### src/rtl/spi_master_pkg.sv
`default_nettype none
// ============================================================================
// Module      : spi_master_pkg
// Description : Shared definitions for the SPI memory master: frame geometry,
//               FSM state encoding and the frame-assembly helper.
// Contents    : FRAME_BITS, ADDR_BITS, DATA_BITS, spi_state_e, build_frame()
// Revision    : 1.0 - initial release
// ============================================================================
package spi_master_pkg;

    localparam int FRAME_BITS = 16;
    localparam int ADDR_BITS  = 7;
    localparam int DATA_BITS  = 8;

    typedef enum logic [2:0] {
        ST_IDLE    = 3'd0,
        ST_SETUP   = 3'd1,
        ST_SCLK_HI = 3'd2,
        ST_SCLK_LO = 3'd3,
        ST_TAIL    = 3'd4,
        ST_GAP     = 3'd5
    } spi_state_e;

    // Command byte {addr, rw} followed by the write data, or by zeros for a
    // read so the memory sees a quiet line while it drives miso.
    function automatic logic [FRAME_BITS-1:0] build_frame(
        input logic [ADDR_BITS-1:0] addr,
        input logic                 rw,
        input logic [DATA_BITS-1:0] wdata
    );
        return {addr, rw, (rw ? {DATA_BITS{1'b0}} : wdata)};
    endfunction

endpackage : spi_master_pkg
`default_nettype wire

### src/rtl/sclk_divider.sv
`default_nettype none
// ============================================================================
// Module      : sclk_divider
// Description : Phase timer for the SPI master. Counts HALF_PERIOD cycles per
//               phase (2*HALF_PERIOD when i_long_phase is set) and flags the
//               last cycle of the phase. Restarts from zero on i_restart.
// Ports       : clk, rst          - clock / synchronous active-high reset
//               i_enable          - timer runs only while a frame is active
//               i_restart         - the FSM changes state this cycle
//               i_long_phase      - current phase is double length
//               o_phase_end       - last cycle of the current phase
// Revision    : 1.0 - initial release
// ============================================================================
module sclk_divider #(
    parameter int HALF_PERIOD = 50
) (
    input  logic clk,
    input  logic rst,
    input  logic i_enable,
    input  logic i_restart,
    input  logic i_long_phase,
    output logic o_phase_end
);

    localparam int c_cnt_w = $clog2(2 * HALF_PERIOD);
    localparam logic [c_cnt_w-1:0] c_short_last = c_cnt_w'(HALF_PERIOD - 1);
    localparam logic [c_cnt_w-1:0] c_long_last  = c_cnt_w'(2 * HALF_PERIOD - 1);
    localparam logic [c_cnt_w-1:0] c_one        = c_cnt_w'(1);

    logic [c_cnt_w-1:0] r_cnt;

    // Counter value 0 is always the first cycle of a phase, because the
    // restart pulse coincides with the edge that enters the new state.
    always_ff @(posedge clk) begin
        if (rst || !i_enable || i_restart) begin
            r_cnt <= '0;
        end else begin
            r_cnt <= r_cnt + c_one;
        end
    end

    assign o_phase_end = i_enable &&
                         (r_cnt == (i_long_phase ? c_long_last : c_short_last));

endmodule : sclk_divider
`default_nettype wire

### src/rtl/spi_master.sv
`default_nettype none
// ============================================================================
// Module      : spi_master
// Description : SPI mode-0 master for a word-addressed serial memory. Sends a
//               16-bit frame {addr, rw, wdata|0} MSB first, captures the read
//               byte from miso, then holds cs high for a 2*HALF_PERIOD gap.
// Ports       : clk, reset        - clock / synchronous active-high reset
//               start, rw, addr, wdata - request, latched when accepted in IDLE
//               busy, done        - transaction in flight / end-of-frame pulse
//               rdata             - last byte read, held between reads
//               sclk_pin, cs_pin, mosi_pin, miso_pin - SPI pins
// Revision    : 1.0 - initial release
// ============================================================================
module spi_master
    import spi_master_pkg::*;
#(
    parameter int HALF_PERIOD = 50   // clk cycles per sclk half-period, >= 4
) (
    input  logic                 clk,
    input  logic                 reset,
    input  logic                 start,
    input  logic                 rw,
    input  logic [ADDR_BITS-1:0] addr,
    input  logic [DATA_BITS-1:0] wdata,
    output logic                 busy,
    output logic                 done,
    output logic [DATA_BITS-1:0] rdata,
    output logic                 sclk_pin,
    output logic                 cs_pin,
    output logic                 mosi_pin,
    input  logic                 miso_pin
);

    localparam logic [3:0] c_last_bit  = 4'(FRAME_BITS - 1);
    localparam logic [3:0] c_first_rd  = 4'(FRAME_BITS - DATA_BITS);

    spi_state_e              r_state;
    spi_state_e              w_state_next;
    logic [FRAME_BITS-1:0]   r_frame;
    logic [3:0]              r_bit_cnt;
    logic                    r_rw;
    logic [DATA_BITS-1:0]    r_cap;
    logic [DATA_BITS-1:0]    r_rdata;
    logic                    r_done;

    logic w_phase_end;
    logic w_accept;
    logic w_restart;
    logic w_enable;
    logic w_long_phase;
    logic w_hi_end;
    logic w_sample;
    logic w_in_frame;

    // The done cycle is spent in IDLE; blocking acceptance there keeps a start
    // that coincides with done from launching a new frame.
    assign w_accept     = (r_state == ST_IDLE) && start && !r_done;
    assign w_enable     = (r_state != ST_IDLE);
    assign w_long_phase = (r_state == ST_GAP);
    assign w_restart    = (w_state_next != r_state);
    assign w_hi_end     = (r_state == ST_SCLK_HI) && w_phase_end;

    // During the low phase that precedes rising edge k the bit counter holds
    // k-1, so counts 8..15 select the low phases before edges 9..16.
    assign w_sample = r_rw && (r_state == ST_SCLK_LO) && w_phase_end &&
                      (r_bit_cnt >= c_first_rd);

    sclk_divider #(
        .HALF_PERIOD (HALF_PERIOD)
    ) u_sclk_divider (
        .clk          (clk),
        .rst          (reset),
        .i_enable     (w_enable),
        .i_restart    (w_restart),
        .i_long_phase (w_long_phase),
        .o_phase_end  (w_phase_end)
    );

    // ---------------------------------------------------------------- FSM
    always_ff @(posedge clk) begin
        if (reset) begin
            r_state <= ST_IDLE;
        end else begin
            r_state <= w_state_next;
        end
    end

    always_comb begin
        w_state_next = r_state;
        case (r_state)
            ST_IDLE:    if (w_accept)    w_state_next = ST_SETUP;
            ST_SETUP:   if (w_phase_end) w_state_next = ST_SCLK_HI;
            ST_SCLK_HI: if (w_phase_end) w_state_next = (r_bit_cnt == c_last_bit) ?
                                                        ST_TAIL : ST_SCLK_LO;
            ST_SCLK_LO: if (w_phase_end) w_state_next = ST_SCLK_HI;
            ST_TAIL:    if (w_phase_end) w_state_next = ST_GAP;
            ST_GAP:     if (w_phase_end) w_state_next = ST_IDLE;
            default:                     w_state_next = ST_IDLE;
        endcase
    end

    // ----------------------------------------------------------- datapath
    always_ff @(posedge clk) begin
        if (reset) begin
            r_frame   <= '0;
            r_bit_cnt <= '0;
            r_rw      <= 1'b0;
            r_cap     <= '0;
            r_rdata   <= '0;
            r_done    <= 1'b0;
        end else begin
            r_done <= (r_state == ST_GAP) && w_phase_end;

            if (w_accept) begin
                r_frame   <= build_frame(addr, rw, wdata);
                r_rw      <= rw;
                r_bit_cnt <= '0;
                r_cap     <= '0;
            end

            // Leaving a high phase: the next bit appears on mosi in the
            // first cycle of the following low phase. The last high phase
            // leaves the counter at 15 so it never wraps.
            if (w_hi_end && (r_bit_cnt != c_last_bit)) begin
                r_bit_cnt <= r_bit_cnt + 4'd1;
                r_frame   <= {r_frame[FRAME_BITS-2:0], 1'b0};
            end

            if (w_sample) begin
                r_cap <= {r_cap[DATA_BITS-2:0], miso_pin};
            end

            if ((r_state == ST_GAP) && w_phase_end && r_rw) begin
                r_rdata <= r_cap;
            end
        end
    end

    // ------------------------------------------------------------ outputs
    assign w_in_frame = (r_state == ST_SETUP) || (r_state == ST_SCLK_HI) ||
                        (r_state == ST_SCLK_LO);

    assign busy     = (r_state != ST_IDLE);
    assign done     = r_done;
    assign rdata    = r_rdata;
    assign sclk_pin = (r_state == ST_SCLK_HI);
    assign cs_pin   = !(w_in_frame || (r_state == ST_TAIL));
    assign mosi_pin = w_in_frame ? r_frame[FRAME_BITS-1] : 1'b0;

endmodule : spi_master
`default_nettype wire

### config.mk
export PLATFORM = sky130hd
export DESIGN_NAME = spi_master
export DESIGN_NICKNAME = d
export VERILOG_FILES = /design/src/rtl/spi_master_pkg.sv /design/src/rtl/sclk_divider.sv /design/src/rtl/spi_master.sv
export SDC_FILE = /design/constraint.sdc
export NUM_CORES = 1
export LEC_CHECK = 0
export BUFFER_PORTS_ARGS = -buffer_cell sky130_fd_sc_hd__buf_4
export CAP_MARGIN = 20
export CORE_ASPECT_RATIO = 0.6
export CORE_MARGIN = 5
export CORE_UTILIZATION = 25
export DETAILED_ROUTE_END_ITERATION = 12
export GPL_ROUTABILITY_DRIVEN = 1
export SLEW_MARGIN = 10
export SYNTH_ARGS = -nofsm -noshare
export SYNTH_HDL_FRONTEND = slang
export SYNTH_SLANG_ARGS = --single-unit
### constraint.sdc
create_clock -name clk -period 1.6 [get_ports clk]
set_input_delay 0.08 -clock clk [delete_from_list [all_inputs] [get_ports clk]]
set_output_delay 0.08 -clock clk [all_outputs]
set_load 0.01 [all_outputs]
# Word-level counts from Yosys, hierarchy flattened

Index checks and enable logic that the tools add are counted.

Output and inout port bits: 13
Input bits: 20
Flip-flop bits (word level): 48
ROM bits: 0
Bits in latches: 0
RAM bits: 0
Memories: 0

Reduce and logical (&&, ||, !) cells: 24
Div/mod/pow operators: 0
Eq/ne operators: 9
Shifts and indexed selects: 0
Mux-type cells: 16
Bitwise gates (word level): 0
Multiply operators: 0
Add/subtract/negate cells: 2
Order comparisons: 1

Operator list:

| cell                                                | count |
|---|---|
| 2-to-1 mux 16 bit                                   | 2 |
| 2-to-1 mux 8 bit                                    | 3 |
| 2-to-1 mux 3 bit                                    | 6 |
| case mux 3 bit (5 select lines)                     | 1 |
| logical AND 1 bit                                   | 10 |
| 2-to-1 mux 4 bit                                    | 2 |
| adder 7 x 1 -> 7 bit, second input constant         | 1 |
| equality test 7 bit                                 | 1 |
| 2-to-1 mux 7 bit                                    | 1 |
| equality test 3 x 2 -> 1 bit, second input constant | 2 |
| equality test 3 bit, second input constant          | 2 |
| logical OR 1 bit                                    | 5 |
| adder 4 x 1 -> 4 bit, second input constant         | 1 |
| equality test 4 bit, second input constant          | 1 |
| >= comparator 4 bit, second input constant          | 1 |
| inequality test 4 bit, second input constant        | 1 |
| nonzero test 2 bit                                  | 2 |
| OR reduction 2 bit                                  | 2 |
| equality test 3 x 1 -> 1 bit, second input constant | 1 |
| logical NOT 1 bit                                   | 3 |
| logical NOT 3 bit                                   | 1 |
| inequality test 3 bit                               | 1 |
| nonzero test 3 bit                                  | 1 |
| 2-to-1 mux 1 bit                                    | 1 |

# Logic depth before layout (Yosys ltp)

Gate-level depths: netlist of the first run.

Depth after elaboration: 8
Depth in mapped cells: 6

# Hierarchy

From an unflattened synthesis of the first run, not the netlist that was laid out.

Cell total of the unflattened synthesis: 240
Area, all modules: 2135.8 sq um

By module, submodules not included:

| module       | cells each | times used | area an instance (sq um) |
|---|---|---|---|
| spi_master   | 206        | 1          | 1838.0 |
| sclk_divider | 34         | 1          | 297.8 |

# Worst setup path before layout of the first run

Ideal clock, no wire load.

Path kind: register to register
Start: reg r_state[0]
End: reg r_frame[6]
Setup slack: 38 ps
Clock period less this slack: 1562 ps
Path buffers: 2
Required time: 1468 ps
Arrival time: 1430 ps
Setup time: 132 ps
Stages on the path, launching flop included: 7
Path through: dfxtp_1 > buf_2 > nor3b_4 > nand4_4 > buf_2 > a32oi_1 > a21oi_1

Elaborated cells between the ends (all ways): 13

RTL lines:

| item                                                           | line              | text |
|---|---|---|
| start, declared                                                | spi_master.sv:37  | `spi_state_e r_state;` |
| start signal, assigned                                         | spi_master.sv:84  | `r_state <= w_state_next;` |
| equality test 3 x 2 -> 1 bit (*)                               | -                 |  |
| named net sclk_pin                                             | spi_master.sv:28  | `output logic sclk_pin,` |
| logical AND 1 bit (*)                                          | spi_master.sv:61  | `assign w_hi_end = (r_state == ST_SCLK_HI) && w_phase_end;` |
| logical AND 1 bit (*)                                          | spi_master.sv:124 | `if (w_hi_end && (r_bit_cnt != c_last_bit)) begin` |
| 2-to-1 mux 16 bit / nonzero test 2 bit (equally long branches) | -                 |  |
| end signal, assigned                                           | spi_master.sv:115 | `r_frame <= build_frame(addr, rw, wdata);` |
| end signal, assigned                                           | spi_master.sv:126 | `r_frame <= {r_frame[FRAME_BITS-2:0], 1'b0};` |
| end, declared                                                  | spi_master.sv:39  | `logic [FRAME_BITS-1:0] r_frame;` |

The timed path passes the listed nets; every way through them passes the cells marked *.
A chain may end at the register's enable or synchronous reset.

# Worst setup path in the final report of the first run

Start: reg r_state[2]
End: reg r_frame[5]

Cells in the longest elaborated chain, start to end: 7
Elaborated cells between the ends (all ways): 13

Ends and longest elaborated chain:

| item                                                           | line               | text |
|---|---|---|
| equality test 3 bit                                            | spi_master.sv:59   | `assign w_long_phase = (r_state == ST_GAP);` |
| 2-to-1 mux 7 bit                                               | sclk_divider.sv:43 | `(r_cnt == (i_long_phase ? c_long_last : c_short_last));` |
| equality test 7 bit                                            | sclk_divider.sv:43 |  |
| logical AND 1 bit                                              | sclk_divider.sv:42 | `assign o_phase_end = i_enable &&` |
| logical AND 1 bit                                              | spi_master.sv:61   |  |
| logical AND 1 bit                                              | spi_master.sv:124  |  |
| 2-to-1 mux 16 bit / nonzero test 2 bit (equally long branches) | -                  |  |

Parallel ways exist; a longest one is shown, timed or not.

==> flow_summary_export.csv, run 1 <==
group,metric,value,unit
outcome,outcome,"finished with violations",
outcome,violations,"negative setup slack",
clocking,cts_hold_buffers,0,
global_routing,antenna_found_initial,0,
finish,areaGrowthSynthToFinish,45.37,%
critical_path,ff2ff_path_depth,6,
hold_path,hold_path.class,"in2reg",
critical_path,critPathMaxFanout,7,
synthesis,synth.area.top_cells,"dfxtp_1 44%, nand2_1 6.5%, nand3_1 5.0%",
clocking,numCtsBuffers,5,
die,fp.dieArea,0.01085,mm^2
clocking,clock_sinks,48,
finish,multiInputGateArea,0.001240,mm^2
synthesis,synthCells,253,
drt,via_per_inst,4.894,
finish,drive_gt1_frac,0.3427,
synthesis,muxShareOfSynthArea,0.03634,
synthesis,synth.largest_area_cell,"dfxtp_1",
drt,vias,2119,
power,p_per_area,780.8,mW/mm^2
drt,postRouteAntennaNets,0,
finish,final_core_util,0.3744,
global_routing,grtUsageTotal,0.1097,
synthesis,synth-simple-area-share,0.2726,
timing,fin_ws,-5.880,ps
placement,hpwl,4.125,mm
power,ir_drop,354.4,uV
clocking,insertion_delay,290,ps
finish,regArea,968.4,um^2
critical_path,r2r-end,"r_frame[5]$_SDFFE_PP0P_",
global_routing,grt_pass1_wl,9.584,mm
placement,gp_congestion,0.8462,
placement,dp.cells,414,
synthesis,syn_area,0.002203,mm^2
drt,drtIter0Drc,167,
synthesis,syn-num-nets,276,
critical_path,startpoint_type,"register",
drt,drc,0,
synthesis,synth_compound_area_frac,0.1664,
drt,drtPass1Iterations,4,
clocking,cts_htree_levels,2,
timing,finalCriticalPeriod,1606,ps
critical_path,worstPathArrival,1770,ps
finish,nFillCells,856,
synthesis,synth_fa_ha_area_frac,0.01704,
synthesis,synth_top_family_by_area,"simple AND/OR/NAND/NOR gates",
critical_path,reg2reg_slack,-6,ps
die,ios,33,
synthesis,synthXorXnorAreaFrac,0.02385,
timing,finClkSkew,4.466,ps
synthesis,yosys_warnings,0,
critical_path,critPathCaptureType,"register",
clocking,clock_path_buffers,2,
drt,wl_per_cell,14.25,um
finish,finalNonFillerCells,433,
flow_run,cap_viol_max_count,0,
die,start_util,0.2575,
clocking,cts.clk_slew.worst_paths,60,ps
finish,layout.nets,343,
timing,hold_viol_final,0,
die,core_area,0.008556,mm^2
timing,max_freq,622.7,MHz
timing,worst_pin_slew,449.9,ps
critical_path,criticalPathCategory,"reg2reg",
die,rows,26,
global_routing,grt_max_degree,43,
timing,rsz0062_at_grt,"yes",
finish,diodes,0,
global_routing,grt_pass1_vias,1975,
critical_path,endpoint,"r_frame[5]$_SDFFE_PP0P_",
power,cellLeakagePower,1.208,nW
timing,fin_crit_sh,1.004,
synthesis,synth_cell_type_count,43,
timing,setup_viol,3,
timing,max_slew_margin,0.7000,
synthesis,yosys.area.top_type_share,0.4361,
synthesis,ys_seq_area_frac,0.4361,
timing,slew_violations,0,
critical_path,rr_startpoint,"r_state[2]$_SDFF_PP0_",
die,dieWidth,131.2,um
critical_path,worstPathRequired,1760,ps
drt,drt-total-wl,6.172,mm
die,die_h,82.72,um
placement,io_buffer_count,32,
synthesis,synth-seq-cells,48,
critical_path,startpoint,"r_state[2]$_SDFF_PP0_",
clocking,cts_tree,"yes",
clocking,root_buffer,"clkbuf_16",
global_routing,grt_overflow,0,
synthesis,synth.avg_cell_area,8.709,um^2
cell families (layout without fill, tap and decap cells):
family	count (synthesis)	in the layout
buffers and inverters	24	92
AO/OA/AOI/OAI	53	53
XOR/XNOR	6	6
adder cells (fa/ha/maj)	3	3
multiplexers	8	8
flip-flops	48	48
AND/OR/NAND/NOR	111	111
sequential cells by signal, summed over array words and instances (netlist names):
name / count
r_frame: 16
r_cap: 8
r_bit_cnt: 4
r_rw: 1
done: 1
u_sclk_divider.r_cnt: 7
r_state: 3
rdata: 8
repair_timing:
item                       CTS  global route
setup endpoints to repair    7            33
setup buffers                0            10
gates cloned                 0             2
gates resized for setup      3            29
pin swaps                    0            19
where the power goes:
| group | internal (mW) | switching [mW] | total [mW] |
|---|---|---|---|
| logic | 0.104 | 0.108 | 0.213 |
| clock network | 0.623 | 0.427 | 1.05 |
| registers | 1.22 | 0.0177 | 1.24 |
synthesized netlist by cell type (all sizes together):
library cell and number:
or3 1, a21oi 19, and4bb 1, xnor2 2, buf 12, nor3 4
nor3b 5, and4 3, inv 5, nor2 22, nor4b 1, and3b 3
nand3 22, a2bb2oi 1, o21a 1, o311ai 1, nor2b 1, a41oi 1
nand3b 2, nand4 3, a32oi 7, o21ai 2, and3 3, nand2 38
o211ai 2, o31ai 3, a211oi 3, or4bb 1, dfxtp 48, a31oi 3
o2111ai 1, nor4 1, mux2i 8, xor2 4, ha 3, a311oi 9
clkbuf 7
layout make-up:
class / instances / area share
inverters: 5 / 0.005859
clock buffers: 8 / 0.04570
repair buffers: 79 / 0.2152
flip-flops and latches: 48 / 0.3023
well taps: 112 / 0.04375
multi-input cells: 181 / 0.3871
how the worst min path moves through the flow:
stage | from | endpoint | slack, ps | depth (start not counted)
detailed placement | addr[3] | r_frame[12]$_SDFFE_PP0P_ | 370 | 3
finish | wdata[1] | r_frame[1]$_SDFFE_PP0P_ | 60 | 3
global placement | miso_pin | r_cap[0]$_SDFFE_PP0P_ | 350 | 3
global route | wdata[4] | r_frame[4]$_SDFFE_PP0P_ | 70 | 3
CTS | addr[3] | r_frame[12]$_SDFFE_PP0P_ | 60 | 3
floorplan | miso_pin | r_cap[0]$_SDFFE_PP0P_ | 220 | 2
cell usage in the layout, fill, tap and decap left out, types with 2 or more instances in the layout:
master / instances
buf_4: 67
dfxtp_1: 44
nand2_1: 38
nor2_1: 22
nand3_1: 22
a21oi_1: 19
a311oi_1: 9
mux2i_1: 8
clkbuf_16: 7
a32oi_2: 5
buf_6: 5
inv_1: 4
xor2_1: 4
nor3b_4: 3
and3b_1: 3
a31oi_1: 3
and3_1: 3
ha_1: 3
buf_12: 3
dfxtp_2: 3
o21ai_0: 2
nor3b_1: 2
o31ai_2: 2
nand3b_1: 2
nand4_1: 2
and4_1: 2
a32oi_1: 2
o211ai_1: 2
a211oi_1: 2
xnor2_1: 2
nor3_1: 2
clkbuf_1: 2
worst max-delay path, stage by stage (launching register included):
cell and delay, ps:
dfxtp_4 360, buf_8 130, nor3b_4 300, nand4_4 210, buf_12 190, a32oi_2 190, a21oi_1 90
per-stage QoR:
stage | instance area, um^2 | setup TNS (ps) | total power, mW | setup slack [ps] | hold slack [ps]
detailed placement | 2793 | 0 | 1.460 | 2.930 | 367.8
floorplan | 2203 | 0 | 1.358 | 37.76 | 216.0
finish | 3203 | -10.35 | 2.501 | -5.880 | 59.25
CTS | 2950 | 0 | 2.521 | 2.196 | 57.81
global route | 3203 | -714.7 | 2.604 | -74.24 | 68.69
global placement | 2793 | 0 | 1.456 | 12.93 | 354.7
per-layer routing:
| metal | GRT usage | up-vias | routed length, um |
|---|---|---|---|
| li1 | - | 1057 | - |
| met1 | 0.1579 | 982 | 3198 |
| met2 | 0.1473 | 73 | 2423 |
| met3 | 0.04358 | 7 | 489 |
| met4 | 0.03320 | 0 | 61 |
| met5 | 0 | - | 0 |
No activity file was read; power rests on OpenSTA's default activity.
==> run 2: changes to the inputs <==
==> constraint.sdc (replaced) <==
create_clock -name clk -period 1.6 [get_ports clk]
set_input_delay 0.32 -clock clk [delete_from_list [all_inputs] [get_ports clk]]
set_output_delay 0.32 -clock clk [all_outputs]
set_load 0.01 [all_outputs]
==> run 2 against run 1 <==
Compared with the run above:
- the flow still finishes with violations (negative setup slack)
- register-to-register slack about the same
- clock skew rose by 0.78 ps
- clock power about the same
- utilization rose by 0.94 points
- largest cell class unchanged
- sequential share of layout area shrank 0.74 points
- wire length grew 1.2%
- first-iteration DRC count fell by 39%
- die area unchanged
- worst hold slack better by 240 ps
- setup slack worse by 6.2 ps
==> flow_summary_export.csv, run 2 (synthesis results as in run 1) <==
group,metric,value,unit
outcome,outcome,"finished with violations",
outcome,violations,"negative setup slack",
drt,drc,0,
timing,max_slew_margin,0.7000,
critical_path,cp_cell_sequence,"buf_8 > nor3b_4 > buf_6 > nand4_4 > buf_12 > a32oi_1 > a21oi_1",
timing,setup_viol,2,
power,p_seq_frac,0.490,
finish,regArea,968.4,um^2
die,fp.dieArea,0.01085,mm^2
timing,rsz0062_at_grt,"yes",
power,cellLeakagePower,1.252,nW
finish,final_core_util,0.3837,
clocking,clock_path_buffers,2,
clocking,cts.clk_slew.worst_paths,60,ps
drt,drtIter0Drc,102,
clocking,cts_hold_buffers,0,
clocking,root_buffer,"clkbuf_16",
timing,worst_pin_slew,450.0,ps
global_routing,grt_pass1_wl,9.453,mm
placement,dp.cells,414,
drt,highest_layer,"met4",
timing,max_freq,620.3,MHz
finish,largest_reg_flops,16,
critical_path,slowest_stage,"dfxtp_2",
clocking,insertion_delay,290,ps
critical_path,criticalPathCategory,"reg2reg",
die,start_util,0.2575,
placement,io_buffer_count,32,
timing,fin_crit_sh,1.008,
finish,layout_commonest_cell,"buf_4",
placement,hpwl,4.146,mm
power,switching_share,0.2273,
drt,drtPass1Iterations,4,
drt,vias,2113,
die,dieWidth,131.2,um
critical_path,worstPathRequired,1760,ps
finish,drive_gt1_frac,0.3773,
finish,stdcell_area,0.003283,mm^2
global_routing,grt_pass1_vias,1920,
die,rows,26,
clocking,clock_sinks,48,
power,ir_drop,348.4,uV
global_routing,grtUsageTotal,0.1092,
drt,drt-total-wl,6.249,mm
drt,wl_met2,2.565,mm
power,combinationalPowerShare,0.090,
timing,slew_violations,0,
placement,gp_congestion,0.8595,
timing,whs,301.2,ps
timing,finClkSkew,5.248,ps
drt,wl_per_cell,14.27,um
power,switchingPower,574.0,uW
timing,setup_tns,-16.50,ps
critical_path,startpoint_type,"register",
hold_path,hold_path.class,"in2reg",
critical_path,reg2reg_slack,-10,ps
drt,wl_met1,3.256,mm
die,core_area,0.008556,mm^2
finish,layout.nets,348,
critical_path,critPathMaxStageDelay,340,ps
critical_path,path_delay_family,"buffers and inverters",
drt,via_per_inst,4.824,
placement,dpl_cell_area,0.002818,mm^2
finish,nFillCells,857,
critical_path,worstPathArrival,1770,ps
critical_path,critPathCaptureType,"register",
finish,final_cell_mix,"69 x buf_4, 44 x dfxtp_1, 37 x nand2_1, 20 x nor2_1, 20 x nand3_1",
clocking,numCtsBuffers,5,
global_routing,grt_max_degree,43,
global_routing,grt_overflow,0,
finish,diodes,0,
critical_path,critPathMaxFanout,7,
die,ios,33,
die,die_h,82.72,um
clocking,cts_tree,"yes",
timing,fin_ws,-12.06,ps
global_routing,antenna_found_initial,0,
timing,finalCriticalPeriod,1612,ps
finish,multiInputGateArea,0.001250,mm^2
power,power_frac_clock,0.420,
drt,postRouteAntennaNets,0,
finish,top_register,"r_frame",
power,p_int,1.952,mW
timing,hold_viol_final,0,
power,p_per_area,769.2,mW/mm^2
finish,finalNonFillerCells,438,
clocking,cts_htree_levels,2,
critical_path,worst-path-buf-inv,3,
finish,areaGrowthSynthToFinish,49.01,%
flow_run,cap_viol_max_count,0,
drt,wl_met3,367,um
-- run 2: metrics by stage --
step           power (mW)  worst slack (ps)
2_1_floorplan       1.358             37.76
3_3_place_gp        1.453             13.95
3_5_place_dp        1.458            -30.82
4_1_cts             2.531           0.03386
5_1_grt             2.639            -95.97
6_report            2.526            -12.06
-- run 2: repair_timing --
action | 4_1_cts | 5_1_grt
resized for setup | 9 | 36
endpoints found under the setup margin | 24 | 46
cloned | 0 | 2
buffers inserted | 4 | 10
pin swaps | 3 | 17
endpoints found under the hold margin | 0 | 0
-- run 2: layout make-up --
| class | instances | area share |
|---|---|---|
| multi-input cells | 181 | 0.3807 |
| inverters | 5 | 0.005716 |
| clock buffers | 6 | 0.04230 |
| flip-flops and latches | 48 | 0.2950 |
| repair buffers | 84 | 0.2306 |
| clock inverters | 2 | 0.003049 |
| well taps | 112 | 0.04268 |
-- run 2: worst paths after layout --
| kind | cells past startpoint | from | endpoint |
|---|---|---|---|
| worst max-delay path | 7 | r_state[2]$_SDFF_PP0_ | r_frame[6]$_SDFFE_PP0P_ |
| worst min-delay path | 3 | addr[3] | r_frame[12]$_SDFFE_PP0P_ |
| worst max register to register | 7 | r_state[2]$_SDFF_PP0_ | r_frame[6]$_SDFFE_PP0P_ |
| worst min register to register | 1 | u_sclk_divider.r_cnt[0]$_SDFF_PP0_ | u_sclk_divider.r_cnt[0]$_SDFF_PP0_ |
-- run 2: worst register-to-register path, delay by kind of cell (launching register included) --
kind / cells / cell delay (ps)
and+or+nand+nor: 2 / 390
buffers and inverters: 3 / 470
AOI/OAI and AO/OA: 2 / 280
DFF: 1 / 340
-- run 2: power groups by stage --
stage	Combinational [mW]	Clock [mW]	Sequential (mW)
after global routing	0.247	1.15	1.24
after global placement	0.191	0	1.26
after floorplan	0.0997	0	1.26
after detailed placement	0.195	0	1.26
after CTS	0.199	1.09	1.24
final	0.226	1.06	1.24
-- run 2: layer usage --
metal / track usage / vias up
li1: - / 1067
met1: 0.1530 / 992
met2: 0.1518 / 48
met3: 0.04056 / 6
met4: 0.03942 / 0
met5: 0 / -
